File: src/rtl/rv32_pkg.sv
// Shared RV32I definitions for the MEM stage: funct3 encodings,
// fault cause codes and the MEM FSM state encoding.
package rv32_pkg;

  // Load funct3 encodings
  localparam logic [2:0] F3_LB  = 3'd0;
  localparam logic [2:0] F3_LH  = 3'd1;
  localparam logic [2:0] F3_LW  = 3'd2;
  localparam logic [2:0] F3_LBU = 3'd4;
  localparam logic [2:0] F3_LHU = 3'd5;

  // Store funct3 encodings
  localparam logic [2:0] F3_SB  = 3'd0;
  localparam logic [2:0] F3_SH  = 3'd1;
  localparam logic [2:0] F3_SW  = 3'd2;

  // Reasons an instruction retires with a fault instead of a result
  typedef enum logic [1:0] {
    CAUSE_MISALIGNED = 2'd0,
    CAUSE_ILLEGAL    = 2'd1,
    CAUSE_TIMEOUT    = 2'd2
  } fault_cause_e;

  // MEM stage FSM: IDLE accepts instructions, ACCESS waits for dmem_ack
  typedef enum logic {
    IDLE   = 1'b0,
    ACCESS = 1'b1
  } mem_state_e;

endpackage

File: src/rtl/mem_access_stage_if.sv
// Data-memory request/acknowledge port. The MEM stage is the master,
// the memory (or its model) is the slave.
interface mem_access_stage_if;

  logic        req;
  logic        we;
  logic [31:0] addr;
  logic [3:0]  be;
  logic [31:0] wdata;
  logic [31:0] rdata;
  logic        ack;

  modport master (
    output req, we, addr, be, wdata,
    input  rdata, ack
  );

  modport slave (
    input  req, we, addr, be, wdata,
    output rdata, ack
  );

endinterface

File: src/rtl/lsu_align.sv
// Combinational load/store alignment helper for the MEM stage:
// formats store byte enables and lane-replicated data, detects illegal
// and misaligned requests, and extracts/extends load data from a word.
module lsu_align
  import rv32_pkg::*;
(
  input  logic [2:0]  req_funct3_i,
  input  logic        req_read_i,
  input  logic        req_write_i,
  input  logic [1:0]  req_offset_i,
  input  logic [31:0] req_rs2_i,
  output logic [3:0]  req_be_o,
  output logic [31:0] req_wdata_o,
  output logic        req_illegal_o,
  output logic        req_misaligned_o,

  input  logic [2:0]  ld_funct3_i,
  input  logic [1:0]  ld_offset_i,
  input  logic [31:0] ld_rdata_i,
  output logic [31:0] ld_data_o
);

  logic [3:0] size_mask;
  logic [3:0] store_be;
  logic [7:0]  ld_byte;
  logic [15:0] ld_half;

  // Byte enables and store data. Stores place their enables on the
  // addressed lanes; loads request a size-only mask and the wanted lane
  // is picked out of the returned word by the byte offset instead.
  always_comb begin
    size_mask   = 4'b1111;
    store_be    = 4'b1111;
    req_wdata_o = req_rs2_i;
    case (req_funct3_i[1:0])
      2'b00: begin
        size_mask   = 4'b0001;
        store_be    = 4'b0001 << req_offset_i;
        req_wdata_o = {4{req_rs2_i[7:0]}};
      end
      2'b01: begin
        size_mask   = 4'b0011;
        store_be    = req_offset_i[1] ? 4'b1100 : 4'b0011;
        req_wdata_o = {2{req_rs2_i[15:0]}};
      end
      default: begin
        size_mask   = 4'b1111;
        store_be    = 4'b1111;
        req_wdata_o = req_rs2_i;
      end
    endcase
    req_be_o = req_write_i ? store_be : size_mask;
  end

  // Legality: a request cannot both read and write, loads only know
  // B/H/W/BU/HU and stores only B/H/W. Alignment is only judged for
  // otherwise legal requests so an illegal op never reports misaligned.
  always_comb begin
    req_illegal_o    = 1'b0;
    req_misaligned_o = 1'b0;
    if (req_read_i && req_write_i) begin
      req_illegal_o = 1'b1;
    end else if (req_read_i) begin
      req_illegal_o = (req_funct3_i == 3'd3) || (req_funct3_i == 3'd6) ||
                      (req_funct3_i == 3'd7);
    end else if (req_write_i) begin
      req_illegal_o = (req_funct3_i > F3_SW);
    end
    if (!req_illegal_o) begin
      case (req_funct3_i[1:0])
        2'b01:   req_misaligned_o = req_offset_i[0];
        2'b10:   req_misaligned_o = (req_offset_i != 2'b00);
        default: req_misaligned_o = 1'b0;
      endcase
    end
  end

  // Load lane extraction with sign or zero extension
  always_comb begin
    case (ld_offset_i)
      2'd0:    ld_byte = ld_rdata_i[7:0];
      2'd1:    ld_byte = ld_rdata_i[15:8];
      2'd2:    ld_byte = ld_rdata_i[23:16];
      default: ld_byte = ld_rdata_i[31:24];
    endcase
    ld_half = ld_offset_i[1] ? ld_rdata_i[31:16] : ld_rdata_i[15:0];
    case (ld_funct3_i)
      F3_LB:   ld_data_o = {{24{ld_byte[7]}}, ld_byte};
      F3_LH:   ld_data_o = {{16{ld_half[15]}}, ld_half};
      F3_LBU:  ld_data_o = {24'h000000, ld_byte};
      F3_LHU:  ld_data_o = {16'h0000, ld_half};
      default: ld_data_o = ld_rdata_i;
    endcase
  end

endmodule

File: src/rtl/mem_access_stage.sv
// RV32I MEM stage: passes ALU results through, performs loads/stores
// over a req/ack data-memory port, stalls upstream while an access is
// outstanding and retires faulting ops with a one-cycle fault pulse.
module mem_access_stage
  import rv32_pkg::*;
#(
  parameter int TIMEOUT_CYCLES = 255,
  parameter int XLEN           = 32
) (
  input  logic                clk,
  input  logic                rst,

  input  logic                in_valid_i,
  input  logic [XLEN-1:0]     in_alu_result_i,
  input  logic [XLEN-1:0]     in_rs2_data_i,
  input  logic [2:0]          in_funct3_i,
  input  logic                in_mem_read_i,
  input  logic                in_mem_write_i,
  input  logic [4:0]          in_rd_i,
  input  logic                in_reg_write_i,
  output logic                stall_o,

  mem_access_stage_if.master  dmem,

  output logic                wb_valid_o,
  output logic [4:0]          wb_rd_o,
  output logic                wb_reg_write_o,
  output logic [XLEN-1:0]     wb_data_o,
  output logic                fault_o,
  output logic [1:0]          fault_cause_o,
  output logic [XLEN-1:0]     fault_addr_o
);

  mem_state_e   state_q, state_d;
  logic [15:0]  cnt_q, cnt_d;
  logic [16:0]  cnt_inc;

  logic [31:0]  addr_q, addr_d;
  logic         we_q, we_d;
  logic [3:0]   be_q, be_d;
  logic [31:0]  wdata_q, wdata_d;
  logic [2:0]   funct3_q, funct3_d;
  logic [4:0]   rd_q, rd_d;
  logic         reg_write_q, reg_write_d;

  logic         wb_valid_q, wb_valid_d;
  logic [4:0]   wb_rd_q, wb_rd_d;
  logic         wb_reg_write_q, wb_reg_write_d;
  logic [31:0]  wb_data_q, wb_data_d;
  logic         fault_q, fault_d;
  fault_cause_e fault_cause_q, fault_cause_d;
  logic [31:0]  fault_addr_q, fault_addr_d;

  logic [3:0]   req_be;
  logic [31:0]  req_wdata;
  logic         req_illegal;
  logic         req_misaligned;
  logic [31:0]  ld_data;

  lsu_align u_align (
    .req_funct3_i     (in_funct3_i),
    .req_read_i       (in_mem_read_i),
    .req_write_i      (in_mem_write_i),
    .req_offset_i     (in_alu_result_i[1:0]),
    .req_rs2_i        (in_rs2_data_i),
    .req_be_o         (req_be),
    .req_wdata_o      (req_wdata),
    .req_illegal_o    (req_illegal),
    .req_misaligned_o (req_misaligned),
    .ld_funct3_i      (funct3_q),
    .ld_offset_i      (addr_q[1:0]),
    .ld_rdata_i       (dmem.rdata),
    .ld_data_o        (ld_data)
  );

  assign cnt_inc = {1'b0, cnt_q} + 17'd1;

  // Next-state logic: IDLE samples the EX bundle and either retires it
  // at once (pass-through or fault) or latches it and starts an access;
  // ACCESS waits for ack or gives up after TIMEOUT_CYCLES quiet cycles.
  always_comb begin
    state_d        = state_q;
    cnt_d          = cnt_q;
    addr_d         = addr_q;
    we_d           = we_q;
    be_d           = be_q;
    wdata_d        = wdata_q;
    funct3_d       = funct3_q;
    rd_d           = rd_q;
    reg_write_d    = reg_write_q;
    wb_valid_d     = 1'b0;
    wb_rd_d        = wb_rd_q;
    wb_reg_write_d = wb_reg_write_q;
    wb_data_d      = wb_data_q;
    fault_d        = 1'b0;
    fault_cause_d  = fault_cause_q;
    fault_addr_d   = fault_addr_q;

    case (state_q)
      IDLE: begin
        cnt_d = 16'd0;
        if (in_valid_i) begin
          if (!in_mem_read_i && !in_mem_write_i) begin
            wb_valid_d     = 1'b1;
            wb_rd_d        = in_rd_i;
            wb_reg_write_d = in_reg_write_i;
            wb_data_d      = in_alu_result_i;
          end else if (req_illegal || req_misaligned) begin
            wb_valid_d     = 1'b1;
            wb_rd_d        = in_rd_i;
            wb_reg_write_d = 1'b0;
            fault_d        = 1'b1;
            fault_cause_d  = req_illegal ? CAUSE_ILLEGAL : CAUSE_MISALIGNED;
            fault_addr_d   = in_alu_result_i;
          end else begin
            state_d     = ACCESS;
            addr_d      = in_alu_result_i;
            we_d        = in_mem_write_i;
            be_d        = req_be;
            wdata_d     = req_wdata;
            funct3_d    = in_funct3_i;
            rd_d        = in_rd_i;
            reg_write_d = in_reg_write_i;
          end
        end
      end
      ACCESS: begin
        if (dmem.ack) begin
          state_d    = IDLE;
          wb_valid_d = 1'b1;
          wb_rd_d    = rd_q;
          if (we_q) begin
            wb_reg_write_d = 1'b0;
          end else begin
            wb_reg_write_d = reg_write_q;
            wb_data_d      = ld_data;
          end
        end else if (cnt_inc == 17'(TIMEOUT_CYCLES)) begin
          state_d        = IDLE;
          wb_valid_d     = 1'b1;
          wb_rd_d        = rd_q;
          wb_reg_write_d = 1'b0;
          fault_d        = 1'b1;
          fault_cause_d  = CAUSE_TIMEOUT;
          fault_addr_d   = addr_q;
        end else begin
          cnt_d = cnt_inc[15:0];
        end
      end
      default: begin
        state_d = IDLE;
      end
    endcase
  end

  // State, latched request and write-back registers with synchronous reset
  always_ff @(posedge clk) begin
    if (rst) begin
      state_q        <= IDLE;
      cnt_q          <= 16'd0;
      addr_q         <= 32'd0;
      we_q           <= 1'b0;
      be_q           <= 4'd0;
      wdata_q        <= 32'd0;
      funct3_q       <= 3'd0;
      rd_q           <= 5'd0;
      reg_write_q    <= 1'b0;
      wb_valid_q     <= 1'b0;
      wb_rd_q        <= 5'd0;
      wb_reg_write_q <= 1'b0;
      wb_data_q      <= 32'd0;
      fault_q        <= 1'b0;
      fault_cause_q  <= CAUSE_MISALIGNED;
      fault_addr_q   <= 32'd0;
    end else begin
      state_q        <= state_d;
      cnt_q          <= cnt_d;
      addr_q         <= addr_d;
      we_q           <= we_d;
      be_q           <= be_d;
      wdata_q        <= wdata_d;
      funct3_q       <= funct3_d;
      rd_q           <= rd_d;
      reg_write_q    <= reg_write_d;
      wb_valid_q     <= wb_valid_d;
      wb_rd_q        <= wb_rd_d;
      wb_reg_write_q <= wb_reg_write_d;
      wb_data_q      <= wb_data_d;
      fault_q        <= fault_d;
      fault_cause_q  <= fault_cause_d;
      fault_addr_q   <= fault_addr_d;
    end
  end

  // The request is live exactly while the FSM sits in ACCESS, so it drops
  // the cycle after ack, timeout or reset.
  assign stall_o     = (state_q == ACCESS);
  assign dmem.req    = (state_q == ACCESS);
  assign dmem.we     = we_q;
  assign dmem.addr   = {addr_q[31:2], 2'b00};
  assign dmem.be     = be_q;
  assign dmem.wdata  = wdata_q;

  assign wb_valid_o     = wb_valid_q;
  assign wb_rd_o        = wb_rd_q;
  assign wb_reg_write_o = wb_reg_write_q;
  assign wb_data_o      = wb_data_q;
  assign fault_o        = fault_q;
  assign fault_cause_o  = fault_cause_q;
  assign fault_addr_o   = fault_addr_q;

endmodule

File: src/flat_wrapper.sv
// flat-port wrapper written by rule: the top's interface ports become plain ports
module mem_access_stage_flat import rv32_pkg::*;
#(
  parameter int TIMEOUT_CYCLES = 255,
  parameter int XLEN           = 32
)
  (clk, rst, in_valid_i, in_alu_result_i, in_rs2_data_i, in_funct3_i, in_mem_read_i, in_mem_write_i, in_rd_i, in_reg_write_i, stall_o, wb_valid_o, wb_rd_o, wb_reg_write_o, wb_data_o, fault_o, fault_cause_o, fault_addr_o, dmem_req, dmem_we, dmem_addr, dmem_be, dmem_wdata, dmem_rdata, dmem_ack);
  mem_access_stage_if dmem_i ();
  input  logic clk;
  input  logic rst;
  input  logic in_valid_i;
  input  logic [XLEN-1:0] in_alu_result_i;
  input  logic [XLEN-1:0] in_rs2_data_i;
  input  logic [2:0] in_funct3_i;
  input  logic in_mem_read_i;
  input  logic in_mem_write_i;
  input  logic [4:0] in_rd_i;
  input  logic in_reg_write_i;
  output logic stall_o;
  output logic wb_valid_o;
  output logic [4:0] wb_rd_o;
  output logic wb_reg_write_o;
  output logic [XLEN-1:0] wb_data_o;
  output logic fault_o;
  output logic [1:0] fault_cause_o;
  output logic [XLEN-1:0] fault_addr_o;
  output wire logic [$bits(dmem_i.req)-1:0] dmem_req;
  output wire logic [$bits(dmem_i.we)-1:0] dmem_we;
  output wire logic [$bits(dmem_i.addr)-1:0] dmem_addr;
  output wire logic [$bits(dmem_i.be)-1:0] dmem_be;
  output wire logic [$bits(dmem_i.wdata)-1:0] dmem_wdata;
  input wire logic [$bits(dmem_i.rdata)-1:0] dmem_rdata;
  input wire logic [$bits(dmem_i.ack)-1:0] dmem_ack;
  assign dmem_req = dmem_i.req;
  assign dmem_we = dmem_i.we;
  assign dmem_addr = dmem_i.addr;
  assign dmem_be = dmem_i.be;
  assign dmem_wdata = dmem_i.wdata;
  assign dmem_i.rdata = dmem_rdata;
  assign dmem_i.ack = dmem_ack;
  mem_access_stage #(.TIMEOUT_CYCLES(TIMEOUT_CYCLES), .XLEN(XLEN)) u_core (.clk(clk), .rst(rst), .in_valid_i(in_valid_i), .in_alu_result_i(in_alu_result_i), .in_rs2_data_i(in_rs2_data_i), .in_funct3_i(in_funct3_i), .in_mem_read_i(in_mem_read_i), .in_mem_write_i(in_mem_write_i), .in_rd_i(in_rd_i), .in_reg_write_i(in_reg_write_i), .stall_o(stall_o), .dmem(dmem_i), .wb_valid_o(wb_valid_o), .wb_rd_o(wb_rd_o), .wb_reg_write_o(wb_reg_write_o), .wb_data_o(wb_data_o), .fault_o(fault_o), .fault_cause_o(fault_cause_o), .fault_addr_o(fault_addr_o));
endmodule
File: config.mk
export PLATFORM = sky130hd
export DESIGN_NAME = mem_access_stage_flat
export DESIGN_NICKNAME = d
export VERILOG_FILES = /design/src/rtl/rv32_pkg.sv /design/src/rtl/mem_access_stage_if.sv /design/src/rtl/lsu_align.sv /design/src/rtl/mem_access_stage.sv /design/src/flat_wrapper.sv
export SDC_FILE = /design/constraint.sdc
export NUM_CORES = 1
export LEC_CHECK = 0
export ABC_AREA = 1
export BUFFER_PORTS_ARGS = -buffer_cell sky130_fd_sc_hd__buf_2
export CORE_MARGIN = 2
export CORE_UTILIZATION = 30
export CTS_CLUSTER_SIZE = 30
export DETAILED_ROUTE_END_ITERATION = 6
export PLACE_DENSITY = 0.47
export SLEW_MARGIN = 30
export SYNTH_ARGS = -nofsm -noshare
export SYNTH_HDL_FRONTEND = slang
export SYNTH_SLANG_ARGS = --single-unit
File: constraint.sdc
create_clock -name clk -period 7.74 [get_ports clk]
set_input_delay 1.161 -clock clk [delete_from_list [all_inputs] [get_ports clk]]
set_output_delay 1.161 -clock clk [all_outputs]
set_load 0.01 [all_outputs]
==> insert_results.sql, run 1 <==
INSERT INTO impl_metrics (metric_group, metric, value, unit) VALUES
('status', 'run_status', 'finished, final reports clean', ''),
('pwr', 'netSwitchingFraction', '32.3', '%'),
('logic_synthesis', 'compound_gate_fraction_of_synth_area', '21.5', '%'),
('timing', 'report.final.hold_viol_count', '0', ''),
('clock_network', 'cts_max_path_buffers', '2', ''),
('routing', 'vias_per_cell', '4.73', ''),
('clock_network', 'numClockSinks', '169', ''),
('layout', 'finish.cell_count_without_fillers', '1813', ''),
('timing', 'grt_setup_unrepaired', 'false', ''),
('logic_synthesis', 'synth_enable_flop_cells', '0', ''),
('timing', 'worst_slack', '3640', 'ps'),
('layout', 'final_net_count', '1534', ''),
('logic_synthesis', 'synth_warnings', '0', ''),
('critical_path', 'ordered_list_of_cells_on_the_worst_path', 'buf_2, inv_1, ha_1, clkinv_1, o21ai_0, o211ai_1, nand2_1, inv_1, nand2_1, nor2_4, buf_4, inv_2, buf_4, o21ai_0, a21oi_1', ''),
('placed_design', 'dpl.cell_count', '1775', ''),
('routing', 'route.met2.wl', '13300', 'um'),
('logic_synthesis', 'synth-xor-area-share', '0', '%'),
('global_route', 'grt-ovfl-total', '0', ''),
('routing', 'drt_drc_violations_left', '0', ''),
('timing', 'fin_worst_skew', '16.9', 'ps'),
('pwr', 'power.static_leakage', '4.84', 'nW'),
('pwr', 'power.internal', '1.51', 'mW'),
('critical_path', 'timing.critical_path.slowest_stage_cell', 'sky130_fd_sc_hd__buf_4', ''),
('pwr', 'ir_drop', '0.000102', 'V'),
('critical_path', 'timing.critical_path.from_type', 'input pin', ''),
('routing', 'routed-wl-met3', '1980', 'um'),
('global_route', 'grt_antenna_before_repair', '7', ''),
('pwr', 'clock_power_share', '37.8', '%'),
('routing', 'route.vias.total', '8570', ''),
('layout', 'post_route_cells_drive_above_1_share', '22.0', '%'),
('clock_network', 'cts-htree-levels', '4', ''),
('timing', 'setup_viol_count_final', '0', ''),
('clock_network', 'total_of_hold_buffers_inserted_after_clock_tree_synthesis', '0', ''),
('routing', 'wl_met1', '13700', 'um'),
('timing', 'min_period_over_period', '52.9', '%'),
('global_route', 'grtUsageTotal', '19.5', '%'),
('critical_path', 'critPathMaxFanout', '68', ''),
('clock_network', 'skew_pair_late_insertion_delay', '430', 'ps'),
('floorplanning', 'design.core.area', '27800', 'um^2'),
('timing', 'setup_total_negative_slack', '0', 'ps'),
('routing', 'drt_first_iter_violations', '568', ''),
('clock_network', 'cts_tree', 'done', ''),
('floorplanning', 'initial_utilization', '30.5', '%'),
('global_route', 'grt_pass1_vias', '7967', ''),
('pwr', 'power.share.combinational', '18.6', '%'),
('placed_design', 'place.port_buffers', '253', ''),
('logic_synthesis', 'synthSimpleGateAreaFrac', '25.6', '%'),
('critical_path', 'setup.reg_to_reg.worst_slack', '4420', 'ps'),
('placed_design', 'place_area', '9700', 'um^2'),
('placed_design', 'dp_hpwl', '20600', 'um'),
('pwr', 'total_switching_power', '719', 'uW'),
('timing', 'f_max', '244', 'MHz'),
('pwr', 'seq_power_share', '43.5', '%'),
('layout', 'design_area', '10300', 'um^2'),
('layout', 'synthToLayoutAreaGrowth', '21.5', '%'),
('critical_path', 'critical-path-max-stage-delay', '560', 'ps'),
('routing', 'postRouteAntennaNets', '0', ''),
('logic_synthesis', 'muxShareOfSynthArea', '0', '%'),
('logic_synthesis', 'largest_family_of_logic_cells_by_synthesized_area', 'simple AND/OR/NAND/NOR gates', ''),
('global_route', 'grt_start_max_net_pins', '93', ''),
('logic_synthesis', 'leading_register_cell_type_out_of_synthesis', 'sky130_fd_sc_hd__dfxtp_1', ''),
('logic_synthesis', 'postSynthRegisterBits', '169', ''),
('floorplanning', 'die_area', '29600', 'um^2'),
('floorplanning', 'floorplan.io_pins', '256', ''),
('routing', 'firstDrtPassIters', '5', ''),
('floorplanning', 'floorplan.rows', '61', ''),
('placed_design', 'finalWeightedCongestion', '0.869', ''),
('pwr', 'power-per-cell-area', '217', 'nW/um^2'),
('clock_network', 'clkTransAtPathRegs', '80', 'ps'),
('clock_network', 'post-cts-setup-buffer-count', '0', ''),
('run', 'cap_viol_max_count', '0', '');
## critical path, delay by kind of cell
family | cells | cell delay [ps]
compound gates | 4 | 640
simple gates | 3 | 260
fa+ha+maj | 1 | 240
buf+inv | 7 | 2060
## layer usage
metal / vias up / track usage (%)
met1: 3868 / 27.1
met5: - / 0
met2: 248 / 30.4
met4: 4 / 4.79
met3: 20 / 4.62
li1: 4430 / -
## cell type report
cell class / count / area (um^2)
Inverter: 111 / 419
Sequential cell: 169 / 3380
Antenna cell: 6 / 15.0
Tap cell: 378 / 473
Timing Repair Buffer: 262 / 1330
Multi-Input combinational cell: 855 / 4090
Clock buffer: 18 / 429
Clock inverter: 14 / 131
Fill cell: 3143 / 17500
## Yosys cell counts, types with 2 or more instances
| master | count | area (um^2) |
|---|---|---|
| sky130_fd_sc_hd__nand4_1 | 15 | 93.8 |
| sky130_fd_sc_hd__inv_1 | 108 | 405 |
| sky130_fd_sc_hd__nor2_1 | 132 | 495 |
| sky130_fd_sc_hd__nand2_1 | 249 | 935 |
| sky130_fd_sc_hd__o21bai_1 | 2 | 15.0 |
| sky130_fd_sc_hd__buf_4 | 33 | 248 |
| sky130_fd_sc_hd__nor2_4 | 2 | 22.5 |
| sky130_fd_sc_hd__o22ai_1 | 9 | 56.3 |
| sky130_fd_sc_hd__nand3_2 | 2 | 20.0 |
| sky130_fd_sc_hd__and2_1 | 2 | 12.5 |
| sky130_fd_sc_hd__buf_2 | 9 | 45.0 |
| sky130_fd_sc_hd__o211ai_1 | 7 | 52.6 |
| sky130_fd_sc_hd__nor3_1 | 2 | 10.0 |
| sky130_fd_sc_hd__clkbuf_1 | 63 | 236 |
| sky130_fd_sc_hd__nand3b_1 | 36 | 270 |
| sky130_fd_sc_hd__inv_2 | 2 | 7.51 |
| sky130_fd_sc_hd__nand3_1 | 46 | 230 |
| sky130_fd_sc_hd__buf_6 | 5 | 56.3 |
| sky130_fd_sc_hd__nor2_2 | 7 | 43.8 |
| sky130_fd_sc_hd__o21ai_0 | 170 | 851 |
| sky130_fd_sc_hd__nand2_2 | 5 | 31.3 |
| sky130_fd_sc_hd__dfxtp_1 | 169 | 3380 |
| sky130_fd_sc_hd__ha_1 | 7 | 87.6 |
| sky130_fd_sc_hd__a31oi_1 | 24 | 150 |
| sky130_fd_sc_hd__a21oi_1 | 132 | 661 |
## layout by cell type, fill, tap and decap left out, types with 17 or more instances in the layout
cell	count
sky130_fd_sc_hd__buf_2	253
sky130_fd_sc_hd__a21oi_1	131
sky130_fd_sc_hd__dfxtp_1	169
sky130_fd_sc_hd__inv_1	106
sky130_fd_sc_hd__nand2_1	249
sky130_fd_sc_hd__nand3_1	46
sky130_fd_sc_hd__a31oi_1	24
sky130_fd_sc_hd__clkbuf_16	17
sky130_fd_sc_hd__nor2_1	132
sky130_fd_sc_hd__nand3b_1	36
sky130_fd_sc_hd__o21ai_0	170
## state kept, by name, indices dropped and copies added, names as in the netlist
signal / count
u_core.fault_cause_o: 2
u_core.fault_addr_o: 32
u_core.cnt_q: 16
u_core.wb_valid_o: 1
u_core.dmem.wdata: 32
u_core.wb_rd_o: 5
u_core.addr_q: 32
u_core.rd_q: 5
u_core.wb_reg_write_o: 1
u_core.dmem.be: 4
u_core.dmem.req: 1
u_core.fault_o: 1
u_core.reg_write_q: 1
u_core.funct3_q: 3
u_core.wb_data_o: 32
u_core.dmem.we: 1
## worst paths after layout
| path | cells after the start | start | end |
|---|---|---|---|
| max | 15 | in_funct3_i[1] | u_core.reg_write_q |
| min reg2reg | 2 | u_core.rd_q[4] | u_core.rd_q[4] |
| min | 2 | u_core.rd_q[4] | u_core.rd_q[4] |
| max reg2reg | 14 | u_core.cnt_q[1] | u_core.fault_addr_o[31] |
## cell families after synthesis
| family | after synthesis |
|---|---|
| and+or+nand+nor | 498 |
| AOI/OAI and AO/OA | 348 |
| buffers and inverters | 222 |
| DFF | 169 |
| adders and majority gates | 7 |
| other | 1 |
## metrics by stage
| stage | utilization (%) | power (mW) | hold slack [ps] |
|---|---|---|---|
| detailed placement | 34.9 | 1.41 | 442 |
| finish | 37.0 | 2.23 | 449 |
| global route | 37.0 | 2.36 | 474 |
| floorplan | - | 1.26 | 424 |
| CTS | 36.9 | 2.27 | 453 |
| global placement | 34.9 | 1.41 | 436 |
## power groups by stage
stage	Combinational [mW]	Clock, mW	Sequential, mW
3_5_place_dp	0.419	0	0.991
6_report	0.416	0.843	0.971
2_1_floorplan	0.248	0	1.01
4_1_cts	0.421	0.874	0.971
3_3_place_gp	0.417	0	0.991
5_1_grt	0.471	0.909	0.979
No activity file was read; power rests on OpenSTA's default activity.
==> inputs of run 2 (changes only) <==
==> constraint.sdc (replaced) <==
create_clock -name clk -period 3.95 [get_ports clk]
set_input_delay 0.5925 -clock clk [delete_from_list [all_inputs] [get_ports clk]]
set_output_delay 0.5925 -clock clk [all_outputs]
set_load 0.01 [all_outputs]
==> run 2 against run 1 <==
  * Sequential cell count unchanged
  * First-iteration DRC count up 5.5%
  * Clock skew barely moved
  * Die area unchanged
  * Worst setup slack got worse by 2600 ps
  * Combinational power is 94% higher
  * Clock power is 97% higher
  * Count of clock-buffer cells in the layout stayed put
  * Cell area up 0.32%
  * Critical path depth shrank 1
  * Utilization grew 0.12 points
  * Power rose by 96%
  * Largest power group unchanged
==> insert_results.sql, run 2 (synthesis results as in run 1) <==
INSERT INTO impl_metrics (metric_group, metric, value, unit) VALUES
('status', 'run_status', 'finished, final reports clean', ''),
('floorplanning', 'die_w', '172', 'um'),
('timing', 'f_max', '349', 'MHz'),
('routing', 'drt_drc_violations_left', '0', ''),
('layout', 'final_net_count', '1537', ''),
('placed_design', 'dp_slack', '752', 'ps'),
('clock_network', 'numClockSinks', '169', ''),
('layout', 'commonest_cells_after_routing_fill_and_taps_aside', 'sky130_fd_sc_hd__buf_2 (253), sky130_fd_sc_hd__nand2_1 (249), sky130_fd_sc_hd__o21ai_0 (170), sky130_fd_sc_hd__dfxtp_1 (169), sky130_fd_sc_hd__nor2_1 (132)', ''),
('layout', 'multi_input_comb_area', '4100', 'um^2'),
('timing', 'setup_viol_count_final', '0', ''),
('hold_path', 'whs_endpoint', 'u_core.dmem.wdata[4]', ''),
('timing', 'worstMarginPinSlew', '887', 'ps'),
('layout', 'synthToLayoutAreaGrowth', '21.8', '%'),
('run', 'cap_viol_max_count', '0', ''),
('pwr', 'power.static_leakage', '4.86', 'nW'),
('timing', 'setup_total_negative_slack', '0', 'ps'),
('placed_design', 'place_area', '9740', 'um^2'),
('critical_path', 'critical-path-top-delay-family', 'simple AND/OR/NAND/NOR gates', ''),
('critical_path', 'r2r_path_start', 'u_core.cnt_q[1]', ''),
('placed_design', 'place.port_buffers', '253', ''),
('critical_path', 'timing.critical_path.from_type', 'register', ''),
('routing', 'firstDrtPassIters', '5', ''),
('clock_network', 'cts_tree', 'done', ''),
('floorplanning', 'die_area', '29600', 'um^2'),
('routing', 'postRouteAntennaNets', '0', ''),
('critical_path', 'critical_path_buf_inv_count', '2', ''),
('floorplanning', 'die_h', '172', 'um'),
('layout', 'post_route_cells_drive_above_1_share', '22.2', '%'),
('timing', 'timing.slew.headroom', '40.9', '%'),
('layout', 'layout_commonest_cell', 'sky130_fd_sc_hd__buf_2', ''),
('critical_path', 'setup.reg_to_reg.worst_slack', '1090', 'ps'),
('routing', 'route.vias.total', '8522', ''),
('critical_path', 'timing.critical_path.slowest_stage_cell', 'sky130_fd_sc_hd__inv_2', ''),
('routing', 'drt_first_iter_violations', '599', ''),
('timing', 'finalCriticalPeriod', '2860', 'ps'),
('timing', 'slew_violations', '0', ''),
('hold_path', 'hold_class', 'in -> reg', ''),
('critical_path', 'r2r.worst_path.cells', '14', ''),
('global_route', 'grt-ovfl-total', '0', ''),
('timing', 'min_period_over_period', '72.5', '%'),
('pwr', 'power-per-cell-area', '424', 'nW/um^2'),
('global_route', 'grt_pass1_vias', '7879', ''),
('layout', 'design_area', '10300', 'um^2'),
('pwr', 'ir_drop', '0.000220', 'V'),
('layout', 'n_fill_cell', '3146', ''),
('clock_network', 'clkTransAtPathRegs', '80', 'ps'),
('clock_network', 'skew_pair_late_insertion_delay', '440', 'ps'),
('placed_design', 'finalWeightedCongestion', '0.845', ''),
('floorplanning', 'design.core.area', '27800', 'um^2'),
('floorplanning', 'floorplan.rows', '61', ''),
('clock_network', 'root_buffer', 'sky130_fd_sc_hd__clkbuf_16', ''),
('clock_network', 'post-cts-setup-buffer-count', '0', ''),
('timing', 'fin_worst_hold_slack', '438', 'ps'),
('timing', 'fin_worst_skew', '17.1', 'ps'),
('critical_path', 'critical-path-max-stage-delay', '530', 'ps'),
('routing', 'routed_wirelength', '29100', 'um'),
('routing', 'vias_per_cell', '4.70', ''),
('critical_path', 'cp_data_required_time', '4320', 'ps'),
('floorplanning', 'floorplan.io_pins', '256', ''),
('hold_path', 'whs_path_depth', '3', ''),
('critical_path', 'worstPathArrival', '3230', 'ps'),
('critical_path', 'critPathMaxFanout', '34', ''),
('critical_path', 'ordered_list_of_cells_on_the_worst_path', 'ha_1, nand3_1, nor2_1, nand3_1, nand2_1, nand2_1, nand3_1, nor2_2, nand3_2, buf_4, nand2_1, inv_2, nor2_1, nor2_1', ''),
('critical_path', 'r2r_end', 'u_core.fault_cause_o[0]', ''),
('global_route', 'grt_start_max_net_pins', '93', ''),
('critical_path', 'worstSetupPathType', 'reg -> reg', ''),
('global_route', 'grtUsageTotal', '19.4', '%'),
('clock_network', 'post_cts_resized', '0', ''),
('clock_network', 'cts-htree-levels', '4', ''),
('clock_network', 'numCtsBuffers', '17', ''),
('global_route', 'grt_antenna_before_repair', '8', ''),
('floorplanning', 'initial_utilization', '30.5', '%'),
('clock_network', 'total_of_hold_buffers_inserted_after_clock_tree_synthesis', '0', ''),
('clock_network', 'cts_max_path_buffers', '2', ''),
('hold_path', 'hp-start', 'in_rs2_data_i[4]', ''),
('global_route', 'grt_first_pass_wirelength', '44400', 'um'),
('layout', 'area.sequential', '3380', 'um^2'),
('timing', 'report.final.hold_viol_count', '0', ''),
('timing', 'grt_setup_unrepaired', 'false', ''),
('timing', 'worst_slack', '1090', 'ps'),
('routing', 'wl_per_cell', '16.1', 'um'),
('critical_path', 'critical_path.endpoint_type', 'register', ''),
('placed_design', 'dp_hpwl', '20700', 'um');
[run 2: cell count changes in the layout (fill, tap and decap cells not counted), moves of 2 or more]
cell	before	now
sky130_fd_sc_hd__diode_2	6	4
sky130_fd_sc_hd__buf_4	9	11
sky130_fd_sc_hd__inv_6	5	3
sky130_fd_sc_hd__clkinv_4	2	5
[run 2: power by group]
part	switching [mW]	total (mW)	internal (mW)
logic	0.518	0.809	0.291
registers	0.0681	1.90	1.84
clock network	0.826	1.66	0.835
[run 2: metal layers]
layer  share of wire, %  wire length [um]  track usage [%]
met5               0.15                43                0
met4                1.3               372             5.08
met3                6.2              1800             5.29
met2                 45             13100             29.6
met1                 47             13800             26.8
[run 2: worst max path at each step]
stage	from	endpoint	slack [ps]	cells past startpoint
global placement	in_funct3_i[1]	u_core.addr_q[11]	840	14
detailed placement	in_funct3_i[1]	u_core.addr_q[4]	750	14
finish	u_core.cnt_q[1]	u_core.fault_cause_o[0]	1090	14
CTS	u_core.cnt_q[1]	u_core.fault_addr_o[15]	1050	14
global route	u_core.cnt_q[1]	u_core.fault_addr_o[17]	690	14
floorplan	in_funct3_i[1]	u_core.dmem.be[1]	1270	15
[run 2: area by class of cell]
type                            count  area share (%)
Antenna cell                        4          0.0971
Clock buffer                       18            4.16
Clock inverter                     14            1.26
Inverter                          111            4.07
Multi-Input combinational cell    855            39.7
Sequential cell                   169            32.8
Tap cell                          378            4.59
Timing Repair Buffer              265            13.3
[run 2: tightest hold or removal path, delay by kind of cell]
family / cells / cell delay (ps)
compound gates: 1 / 110
buf+inv: 2 / 130
[run 2: stage by stage]
step,power (mW),instances,utilization (%)
2_1_floorplan,2.46,1246,-
3_3_place_gp,2.76,1778,35.0
3_5_place_dp,2.76,1778,35.0
4_1_cts,4.43,1810,37.1
5_1_grt,4.62,1814,37.1
6_report,4.37,1814,37.1
==> inputs of run 3 (changes only) <==
--- a/config.mk
+++ b/config.mk
@@ -11,7 +11,7 @@
 export CORE_UTILIZATION = 30
 export CTS_CLUSTER_SIZE = 30
 export DETAILED_ROUTE_END_ITERATION = 6
-export PLACE_DENSITY = 0.47
+export PLACE_DENSITY = 0.49
 export SLEW_MARGIN = 30
 export SYNTH_ARGS = -nofsm -noshare
 export SYNTH_HDL_FRONTEND = slang
==> constraint.sdc (replaced) <==
create_clock -name clk -period 2.5 [get_ports clk]
set_input_delay 0.375 -clock clk [delete_from_list [all_inputs] [get_ports clk]]
set_output_delay 0.375 -clock clk [all_outputs]
set_load 0.01 [all_outputs]
==> run 3 against run 2 <==
  * Highest routed layer unchanged
  * Via count up 2.5%
  * Clock power up 62%
  * Non-clock buffer count up 15
  * Critical endpoint is now u_core.wb_rd_o[4]
  * Clock skew down 0.89 ps
  * Count of clock-buffer cells in the layout unchanged
  * Utilization up 0.72 points
  * Die area unchanged
  * Critical path type unchanged
==> insert_results.sql, run 3 (synthesis results as in run 1) <==
INSERT INTO impl_metrics (metric_group, metric, value, unit) VALUES
('timing', 'report.final.hold_viol_count', '0', ''),
('pwr', 'power.static_leakage', '4.97', 'nW'),
('critical_path', 'timing.critical_path.from_type', 'register', ''),
('routing', 'postRouteAntennaNets', '0', ''),
('timing', 'worstMarginPinSlew', '892', 'ps'),
('critical_path', 'worstSetupPathType', 'reg -> reg', ''),
('critical_path', 'timing.critical_path.slowest_stage_cell', 'sky130_fd_sc_hd__dfxtp_1', ''),
('timing', 'f_max', '448', 'MHz'),
('clock_network', 'cts_max_path_buffers', '2', ''),
('placed_design', 'dp_slack', '147', 'ps'),
('floorplanning', 'die_h', '172', 'um'),
('timing', 'finalCriticalPeriod', '2230', 'ps'),
('critical_path', 'worstPathArrival', '2600', 'ps'),
('critical_path', 'cp_data_required_time', '2870', 'ps'),
('critical_path', 'timing.critical_path.mode_cell', 'sky130_fd_sc_hd__nand2_1', ''),
('clock_network', 'clkTransAtPathRegs', '80', 'ps'),
('timing', 'fin_worst_skew', '16.2', 'ps'),
('clock_network', 'skew_pair_late_insertion_delay', '440', 'ps'),
('floorplanning', 'die_area', '29600', 'um^2'),
('routing', 'drt_drc_violations_left', '0', ''),
('timing', 'slew_violations', '0', ''),
('critical_path', 'critical_path_buf_inv_count', '0', ''),
('layout', 'layout_commonest_cell', 'sky130_fd_sc_hd__buf_2', ''),
('critical_path', 'ordered_list_of_cells_on_the_worst_path', 'nand2_1, nor2_2, nand2_1, nand2_1, nand2_1, nor2_2, nand3_2, nor2_4, nand2_2, nand2_2, nand2_2, nand2_1, nand2_1, nor2_1', ''),
('floorplanning', 'design.core.area', '27800', 'um^2'),
('routing', 'drt_first_iter_violations', '606', ''),
('layout', 'final_net_count', '1552', ''),
('timing', 'timing.slew.headroom', '40.5', '%'),
('placed_design', 'finalWeightedCongestion', '0.871', ''),
('floorplanning', 'initial_utilization', '30.5', '%'),
('status', 'run_status', 'finished, final reports clean', ''),
('layout', 'post_route_cells_drive_above_1_share', '23.1', '%'),
('floorplanning', 'die_w', '172', 'um'),
('global_route', 'grtUsageTotal', '19.4', '%'),
('routing', 'firstDrtPassIters', '5', ''),
('routing', 'routed_wirelength', '29200', 'um'),
('placed_design', 'place.port_buffers', '253', ''),
('run', 'cap_viol_max_count', '0', ''),
('clock_network', 'post-cts-setup-buffer-count', '0', ''),
('layout', 'synthToLayoutAreaGrowth', '24.2', '%'),
('global_route', 'grt_pass1_vias', '7967', ''),
('timing', 'setup_viol_count_final', '0', ''),
('pwr', 'ir_drop', '0.000389', 'V'),
('clock_network', 'numCtsBuffers', '17', ''),
('critical_path', 'critPathMaxFanout', '11', ''),
('pwr', 'power.total', '7.03', 'mW'),
('placed_design', 'dp_hpwl', '21000', 'um'),
('timing', 'worst_slack', '269', 'ps'),
('layout', 'commonest_cells_after_routing_fill_and_taps_aside', 'sky130_fd_sc_hd__buf_2 (253), sky130_fd_sc_hd__nand2_1 (249), sky130_fd_sc_hd__o21ai_0 (170), sky130_fd_sc_hd__dfxtp_1 (168), sky130_fd_sc_hd__nor2_1 (132)', ''),
('clock_network', 'root_buffer', 'sky130_fd_sc_hd__clkbuf_16', ''),
('routing', 'route.vias.total', '8739', ''),
('pwr', 'power-per-cell-area', '669', 'nW/um^2'),
('hold_path', 'hold_class', 'in -> reg', ''),
('floorplanning', 'floorplan.io_pins', '256', ''),
('critical_path', 'critical-path-max-stage-delay', '410', 'ps'),
('routing', 'wl_per_cell', '16.0', 'um'),
('clock_network', 'cts_tree', 'done', ''),
('global_route', 'grt_start_max_net_pins', '93', ''),
('global_route', 'grt_first_pass_wirelength', '44900', 'um'),
('global_route', 'grt-ovfl-total', '0', ''),
('floorplanning', 'floorplan.rows', '61', ''),
('routing', 'vias_per_cell', '4.78', ''),
('layout', 'n_fill_cell', '3065', ''),
('critical_path', 'critical_path.endpoint_type', 'register', ''),
('clock_network', 'cts-htree-levels', '4', ''),
('global_route', 'grt_antenna_before_repair', '5', ''),
('timing', 'min_period_over_period', '89.2', '%'),
('critical_path', 'critical-path-top-delay-family', 'simple AND/OR/NAND/NOR gates', ''),
('clock_network', 'numClockSinks', '169', '');
-- run 3: changes by cell type in the layout (fill, tap and decap cells not counted), sizes merged --
cell / before / now
clkinv: 6 / 5
inv: 117 / 119
clkinvlp: 2 / 1
buf: 265 / 280
-- run 3: worst reg2reg max path, cell delays in order (launching register included) --
cell	delay (ps)
sky130_fd_sc_hd__dfxtp_1	410
sky130_fd_sc_hd__nand2_1	140
sky130_fd_sc_hd__nor2_2	260
sky130_fd_sc_hd__nand2_1	150
sky130_fd_sc_hd__nand2_1	100
sky130_fd_sc_hd__nand2_1	100
sky130_fd_sc_hd__nor2_2	110
sky130_fd_sc_hd__nand3_2	110
sky130_fd_sc_hd__nor2_4	150
sky130_fd_sc_hd__nand2_2	80
sky130_fd_sc_hd__nand2_2	140
sky130_fd_sc_hd__nand2_2	180
sky130_fd_sc_hd__nand2_1	100
sky130_fd_sc_hd__nand2_1	50
sky130_fd_sc_hd__nor2_1	100
-- run 3: what timing repair did --
action / in CTS / in global routing
gates resized for setup: 0 / 5
hold buffers: 0 / 0
setup endpoints to repair: 0 / 55
-- run 3: per-layer routing --
layer  GRT usage [%]  vias to the layer above  part of all wire, %
met5               0                        -                0.041
met4            4.64                        2                  1.5
met3            4.67                       28                  7.1
met2            29.5                      285                   43
met1            27.6                     3961                   48
li1                -                     4463                    -
-- run 3: final cells by class --
type	instances	area (um^2)	area share (%)
repair buffers	280	1540	14.6
clock buffers	18	439	4.18
multi-input cells	855	4100	39.0
diodes	4	10.0	0.0952
clock inverters	14	149	1.42
flip-flops and latches	169	3380	32.2
well taps	378	473	4.50
inverters	111	422	4.01
-- run 3: report_power, final --
part | internal [mW] | switching [mW] | total [mW] | leakage, nW
clock | 1.37 | 1.33 | 2.69 | 0.287
sequential | 2.90 | 0.0970 | 3.00 | 1.39
combinational | 0.492 | 0.844 | 1.34 | 3.30
total | 4.76 | 2.27 | 7.03 | 4.97
-- run 3: final timing paths --
path	start	cells after the start	endpoint	slack (ps)
min	in_rs2_data_i[4]	3	u_core.dmem.wdata[4]	200
max	u_core.cnt_q[3]	14	u_core.wb_rd_o[4]	270
max reg2reg	u_core.cnt_q[3]	14	u_core.wb_rd_o[4]	270
min reg2reg	u_core.rd_q[4]	2	u_core.rd_q[4]	450
-- run 3: per-stage QoR --
| step | cell area, um^2 | hold slack, ps | instances | TNS, ps | utilization [%] |
|---|---|---|---|---|---|
| final | 10500 | 201 | 1829 | 0 | 37.8 |
| after global routing | 10500 | 214 | 1828 | -0.231 | 37.8 |
| after CTS | 10500 | 190 | 1825 | 0 | 37.8 |
| after detailed placement | 9900 | 444 | 1793 | 0 | 35.6 |
| after global placement | 9900 | 435 | 1793 | 0 | 35.6 |
| after floorplan | 8470 | 424 | 1246 | 0 | - |
